$ cat src/rtl/sync_ram_ctrl.sv
`default_nettype none
// ============================================================================
//  Module   : sync_ram_ctrl
//  Function : Single-port synchronous RAM with a req/ready handshake,
//             programmable wait states and a sequential clear sweep that
//             re-initialises every word after reset or on command.
//  Revision : 1.0 - initial release
// ============================================================================
module sync_ram_ctrl #(
  parameter int                 DATA_W        = 8,
  parameter int                 ADDR_W        = 8,
  parameter int                 WAIT_STATES   = 0,
  parameter logic [DATA_W-1:0]  INIT_VAL      = '0,
  parameter bit                 WRITE_THROUGH = 1'b0
) (
  input  logic              clk,
  input  logic              rst,
  input  logic              req,
  input  logic              we,
  input  logic [ADDR_W-1:0] addr,
  input  logic [DATA_W-1:0] wdata,
  input  logic              clear,
  output logic              ready,
  output logic [DATA_W-1:0] rdata,
  output logic              rvalid,
  output logic              busy
);

  localparam logic [3:0] c_wait_init = 4'(WAIT_STATES);
  localparam bit         c_zero_wait = (WAIT_STATES == 0);

  typedef enum logic [1:0] {
    ST_CLEAR = 2'd0,
    ST_IDLE  = 2'd1,
    ST_WAIT  = 2'd2
  } state_t;

  state_t              r_state;
  logic [ADDR_W-1:0]   r_cnt;
  logic [3:0]          r_wait;
  logic                r_we;
  logic [ADDR_W-1:0]   r_addr;
  logic [DATA_W-1:0]   r_wdata;
  logic [DATA_W-1:0]   r_rdata;
  logic                r_rvalid;
  logic                r_busy;
  logic [DATA_W-1:0]   r_mem [0:(2**ADDR_W)-1];

  logic                w_ready;
  logic                w_accept;
  logic                w_in_wait;
  logic                w_commit;
  logic                w_c_we;
  logic [ADDR_W-1:0]   w_c_addr;
  logic [DATA_W-1:0]   w_c_wdata;
  logic [DATA_W-1:0]   w_mem_q;

  // clear wins over a simultaneous request simply by dropping ready
  assign w_ready   = (r_state == ST_IDLE) && !clear;
  assign w_accept  = w_ready && req;
  assign w_in_wait = (r_state == ST_WAIT);

  // A commit is either the last wait cycle of a latched access or, with no
  // wait states, the accepting edge itself using the live inputs.
  assign w_commit  = w_in_wait ? (r_wait == 4'd1) : (w_accept && c_zero_wait);
  assign w_c_we    = w_in_wait ? r_we    : we;
  assign w_c_addr  = w_in_wait ? r_addr  : addr;
  assign w_c_wdata = w_in_wait ? r_wdata : wdata;
  assign w_mem_q   = r_mem[w_c_addr];

  assign ready  = w_ready;
  assign rdata  = r_rdata;
  assign rvalid = r_rvalid;
  assign busy   = r_busy;

  // Storage array: sweep writes INIT_VAL, otherwise committed writes land here
  always_ff @(posedge clk) begin
    if (r_state == ST_CLEAR) begin
      r_mem[r_cnt] <= INIT_VAL;
    end else if (w_commit && w_c_we) begin
      r_mem[w_c_addr] <= w_c_wdata;
    end
  end

  // Controller state, access latch and registered read port
  always_ff @(posedge clk or posedge rst) begin
    if (rst) begin
      r_state  <= ST_CLEAR;
      r_cnt    <= '0;
      r_wait   <= 4'd0;
      r_we     <= 1'b0;
      r_addr   <= '0;
      r_wdata  <= '0;
      r_rdata  <= '0;
      r_rvalid <= 1'b0;
      r_busy   <= 1'b1;
    end else begin
      r_rvalid <= 1'b0;

      if (w_commit) begin
        if (!w_c_we) begin
          r_rdata  <= w_mem_q;
          r_rvalid <= 1'b1;
        end else if (WRITE_THROUGH) begin
          r_rdata  <= w_c_wdata;
        end
      end

      case (r_state)
        ST_CLEAR: begin
          r_cnt <= r_cnt + ADDR_W'(1);
          if (&r_cnt) begin
            r_state <= ST_IDLE;
            r_busy  <= 1'b0;
          end
        end

        ST_IDLE: begin
          if (clear) begin
            r_state <= ST_CLEAR;
            r_cnt   <= '0;
            r_busy  <= 1'b1;
          end else if (w_accept) begin
            r_we    <= we;
            r_addr  <= addr;
            r_wdata <= wdata;
            if (!c_zero_wait) begin
              r_state <= ST_WAIT;
              r_wait  <= c_wait_init;
            end
          end
        end

        ST_WAIT: begin
          r_wait <= r_wait - 4'd1;
          if (r_wait == 4'd1) begin
            r_state <= ST_IDLE;
          end
        end

        default: begin
          r_state <= ST_CLEAR;
          r_cnt   <= '0;
          r_busy  <= 1'b1;
        end
      endcase
    end
  end

endmodule
`default_nettype wire

$ cat config.mk
export PLATFORM = sky130hd
export DESIGN_NAME = sync_ram_ctrl
export DESIGN_NICKNAME = d
export VERILOG_FILES = /design/src/rtl/sync_ram_ctrl.sv
export SDC_FILE = /design/constraint.sdc
export NUM_CORES = 2
export LEC_CHECK = 0
export BUFFER_PORTS_ARGS = -buffer_cell sky130_fd_sc_hd__buf_2
export CAP_MARGIN = 20
export CORE_ASPECT_RATIO = 1.2
export CORE_MARGIN = 10
export CORE_UTILIZATION = 40
export DETAILED_ROUTE_END_ITERATION = 8
export HOLD_SLACK_MARGIN = 0.12
export PLACE_DENSITY = 0.61
export SLEW_MARGIN = 20
export SYNTH_ARGS = -nofsm -noshare
export SYNTH_HDL_FRONTEND = slang
export SYNTH_SLANG_ARGS = --single-unit
$ cat constraint.sdc
create_clock -name clk -period 5.9 [get_ports clk]
set_input_delay 0.295 -clock clk [delete_from_list [all_inputs] [get_ports clk]]
set_output_delay 0.295 -clock clk [all_outputs]
set_load 0.02 [all_outputs]
==> results.sh <==
export IMPL_result_of_the_run="completed"
export IMPL_worstSetupPathType="reg -> reg"
export IMPL_final_period_utilization_pct=76.54
export IMPL_post_cts_resize_count=0
export IMPL_hold_worst_slack_ns=0.1259
export IMPL_synthFlopType="sky130_fd_sc_hd__edfxtp_1"
export IMPL_wire_per_inst_um=30.66
export IMPL_postCtsSetupRepairBufs=0
export IMPL_grt_ovf=0
export IMPL_total_design_power_mw=30.46
export IMPL_dpl_instance_area_mm2=0.08381
export IMPL_worstReg2RegStart="r_state[0]"
export IMPL_power_switching_fraction_pct=22.32
export IMPL_post_route_wl_um=206400
export IMPL_setup_tns_ns=0
export IMPL_worstSetupStartpointType="flop"
export IMPL_cp_startpoint="r_state[0]"
export IMPL_longest_clk_path_bufs=3
export IMPL_final_nets=3958
export IMPL_synth_seq_area_share_pct=76.89
export IMPL_power_share_sequential_pct=53.6
export IMPL_hold_path_cell_count=3
export IMPL_die_area_mm2=0.2199
export IMPL_h_tree_level_count=4
export IMPL_final_hold_violation_count=0
export IMPL_cell_type_contributing_the_most_total_cell_area_after_synthesis="sky130_fd_sc_hd__edfxtp_1"
export IMPL_die_width_um=429.8
export IMPL_power_frac_clock_pct=40.1
export IMPL_grt_pass1_wl_um=296400
export IMPL_min_delay_path_class="in -> reg"
export IMPL_fin_area_mm2=0.08994
export IMPL_critical_path_peak_fanout=16
export IMPL_clock_insertion_delay_worst_skew_ns=0.84
export IMPL_reg2regPathDepth=7
export IMPL_grt_start_max_net_pins=161
export IMPL_crit_top_cell="sky130_fd_sc_hd__nand3_1"
export IMPL_worst_path_largest_cell_delay_ns=0.79
export IMPL_synth_distinct_cells=68
export IMPL_clkTransAtPathRegs_ns=0.07
export IMPL_cp_cell_sequence="nor2b_2 > nand3_1 > or3_1 > o31ai_2 > nand3_1 > buf_4 > nor2_1"
export IMPL_dp_final_hpwl_um=126400
export IMPL_drv_max_cap_violation_count=0
export IMPL_cts_made_buffers=186
export IMPL_postRouteAntennaNets=0
export IMPL_fp_dieH_um=511.8
export IMPL_grt_total_usage_pct=18.46
export IMPL_rsz_0062_raised_after_global_routing="false"
export IMPL_power_density_mw_per_mm2=338.7
export IMPL_postSynthRegisterBits=2067
export IMPL_rows=180
export IMPL_comb_power_share_pct=6.3
export IMPL_first_pass_iters=7
export IMPL_number_of_enable_type_register_cells_in_the_synthesized_netlist=2048
export IMPL_grt_antenna_before_repair=6
export IMPL_synthTopCellsByArea="sky130_fd_sc_hd__edfxtp_1, sky130_fd_sc_hd__mux4_2, sky130_fd_sc_hd__mux2i_1"
export IMPL_number_of_global_route_vias_before_repair=39920
export IMPL_yosysTopAreaCellShare_pct=76.30
export IMPL_tritoncts="done"
export IMPL_report_final_slew_viol_count=0
export IMPL_timing_max_slew_rel_slack_pct=22.37
export IMPL_initial_core_util_pct=40.21
export IMPL_n_fill_cell=16790
export IMPL_ctsHoldBuffers=4
export IMPL_final_layout_size_suffix_gt1_share_pct=22.33
export IMPL_top_level_ports=32
export IMPL_power_net_switching_mw=6.801
export IMPL_finalCriticalPeriod_ns=4.516
export IMPL_route_detailed_drc=0
export IMPL_leakagePower_nw=24.34
export IMPL_mappedNetlistArea_mm2=0.08061
export IMPL_async_reset_ff_share_pct=0.9192
export IMPL_port_buffers=31
export IMPL_post_drt_via_cell_ratio=5.828
export IMPL_reg2reg_slack_ns=1.38
export IMPL_setup_violating_endpoint_count_in_the_final_report=0
export IMPL_skew_ns=0.03771
export IMPL_placeableCoreArea_mm2=0.2004
export IMPL_gp_routability_congestion=0.8492
export IMPL_worstMarginPinSlew_ns=1.160
export IMPL_post_route_util_pct=44.87
export IMPL_clock_sinks=2067
export IMPL_achievable_frequency_mhz=221.4
export IMPL_worst_path_max_delay_cell="sky130_fd_sc_hd__nand3_1"
export IMPL_critical_path_endpoint_type="flop"
export IMPL_syn_inst=3848
export IMPL_area_delta_synth_final_pct=11.58
export IMPL_worst_endpoint_arrival_ns=4.96
export IMPL_drt_first_iter_violations=4644
export IMPL_crit_path_end="r_mem[136][4]"
export IMPL_worst_ep_required_time_ns=6.35
export IMPL_synth_nets=3870
export IMPL_clockRootBuffer="sky130_fd_sc_hd__clkbuf_16"
export IMPL_crit_reg2reg_capture="r_mem[136][4]"
export IMPL_routed_via_count=39230
export IMPL_ys_warnings_count=0
export IMPL_cell_internal_pwr_mw=23.66
export IMPL_max_vdd_ir_drop_mv=0.2386
export IMPL_post_synth_cell_area_avg_um2=20.95
per-layer routing:
layer | share of wire [%] | track usage, % | vias up
met5 | 0 | 0 | -
li1 | - | - | 16280
met2 | 49 | 30.51 | 1589
met3 | 6.6 | 3.124 | 369
met4 | 4.9 | 8.447 | 0
met1 | 39 | 23.86 | 20990
Yosys cell counts (10+ instances only):
library cell                  n
sky130_fd_sc_hd__inv_1       11
sky130_fd_sc_hd__nand3_1     28
sky130_fd_sc_hd__edfxtp_1  2048
sky130_fd_sc_hd__nor3_1      11
sky130_fd_sc_hd__nand2_1     98
sky130_fd_sc_hd__nand3b_1    10
sky130_fd_sc_hd__buf_2       45
sky130_fd_sc_hd__o22ai_1     63
sky130_fd_sc_hd__o21ai_0     46
sky130_fd_sc_hd__clkbuf_1   105
sky130_fd_sc_hd__a22oi_1     56
sky130_fd_sc_hd__mux4_2     441
sky130_fd_sc_hd__o211ai_1    10
sky130_fd_sc_hd__dfrtp_1     18
sky130_fd_sc_hd__a211oi_1    21
sky130_fd_sc_hd__or3_1       13
sky130_fd_sc_hd__nand2b_1    10
sky130_fd_sc_hd__mux2i_1    132
sky130_fd_sc_hd__a22o_1      23
sky130_fd_sc_hd__buf_4       29
sky130_fd_sc_hd__nor2_1     279
sky130_fd_sc_hd__a31oi_1     16
sky130_fd_sc_hd__a221oi_1    29
sky130_fd_sc_hd__mux2_2      31
sky130_fd_sc_hd__mux4_1      13
sky130_fd_sc_hd__and3_1      15
sky130_fd_sc_hd__o221ai_1    39
sky130_fd_sc_hd__a21oi_1     39
sky130_fd_sc_hd__nand4_1     16
sky130_fd_sc_hd__buf_1       15
sky130_fd_sc_hd__buf_6       27
sky130_fd_sc_hd__and2_1      11
critical path, delay by kind of cell (launching register included):
kind                   cells  cell delay (ns)
AO/OA/AOI/OAI              1             0.18
flip-flops                 1             0.61
AND/OR/NAND/NOR            5             2.78
buffers and inverters      1             0.52
cells by family after synthesis:
group | after synthesis | synth area share, %
xor+xnor | 1 | 0.01087
mux | 617 | 14.82
compound gates | 382 | 3.406
flops | 2067 | 76.89
buf+inv | 251 | 1.900
fa+ha+maj | 1 | 0.01552
simple gates | 529 | 2.963
cells in the final DEF (no fill, tap or decap), types with 45 or more instances in the layout:
cell | Yosys | final
sky130_fd_sc_hd__buf_4 | 29 | 78
sky130_fd_sc_hd__clkbuf_16 | 0 | 190
sky130_fd_sc_hd__a22oi_1 | 56 | 56
sky130_fd_sc_hd__mux4_2 | 441 | 441
sky130_fd_sc_hd__nor2_1 | 279 | 277
sky130_fd_sc_hd__o22ai_1 | 63 | 63
sky130_fd_sc_hd__nand2_1 | 98 | 98
sky130_fd_sc_hd__mux2i_1 | 132 | 132
sky130_fd_sc_hd__o21ai_0 | 46 | 45
sky130_fd_sc_hd__edfxtp_1 | 2048 | 2048
layout make-up:
| type | count | area (µm²) | area share, % |
|---|---|---|---|
| sequential | 2067 | 61980 | 68.91 |
| clock inverter | 113 | 1186 | 1.319 |
| multi-input combinational | 1530 | 17200 | 19.13 |
| timing repair buffer | 138 | 1316 | 1.463 |
| tap | 2639 | 3302 | 3.671 |
| inverter | 13 | 50.05 | 0.05565 |
| clock buffer | 228 | 4897 | 5.445 |
| antenna | 4 | 10.01 | 0.01113 |
registers in the layout, summed over array words and instances (netlist names):
signal   flops
busy         1
r_cnt        8
r_mem     2048
r_state      1
rdata        8
rvalid       1
power by group through the flow:
stage	Sequential, mW	Combinational [mW]	Clock (mW)
2_1_floorplan	16.6	1.10	0
3_3_place_gp	16.6	1.90	0
3_5_place_dp	16.6	1.90	0
4_1_cts	16.3	1.91	12.4
5_1_grt	16.3	1.98	13.0
6_report	16.3	1.91	12.2
through the flow:
step / std cells / worst slack (ns)
floorplan: 3848 / 0.1462
global placement: 6383 / 1.621
finish: 6732 / 1.384
detailed placement: 6383 / 1.565
CTS: 6728 / 1.513
global route: 6729 / 1.261
worst min path at each step:
stage,slack (ns),to,start
2_1_floorplan,0.25,r_cnt[0],rst
3_3_place_gp,0.57,r_cnt[7],r_cnt[7]
3_5_place_dp,0.56,busy,busy
4_1_cts,0.13,rdata[1],addr[2]
5_1_grt,0.13,r_mem[144][1],wdata[1]
6_report,0.13,r_mem[144][1],wdata[1]
Power figures use the tool's default switching activity.
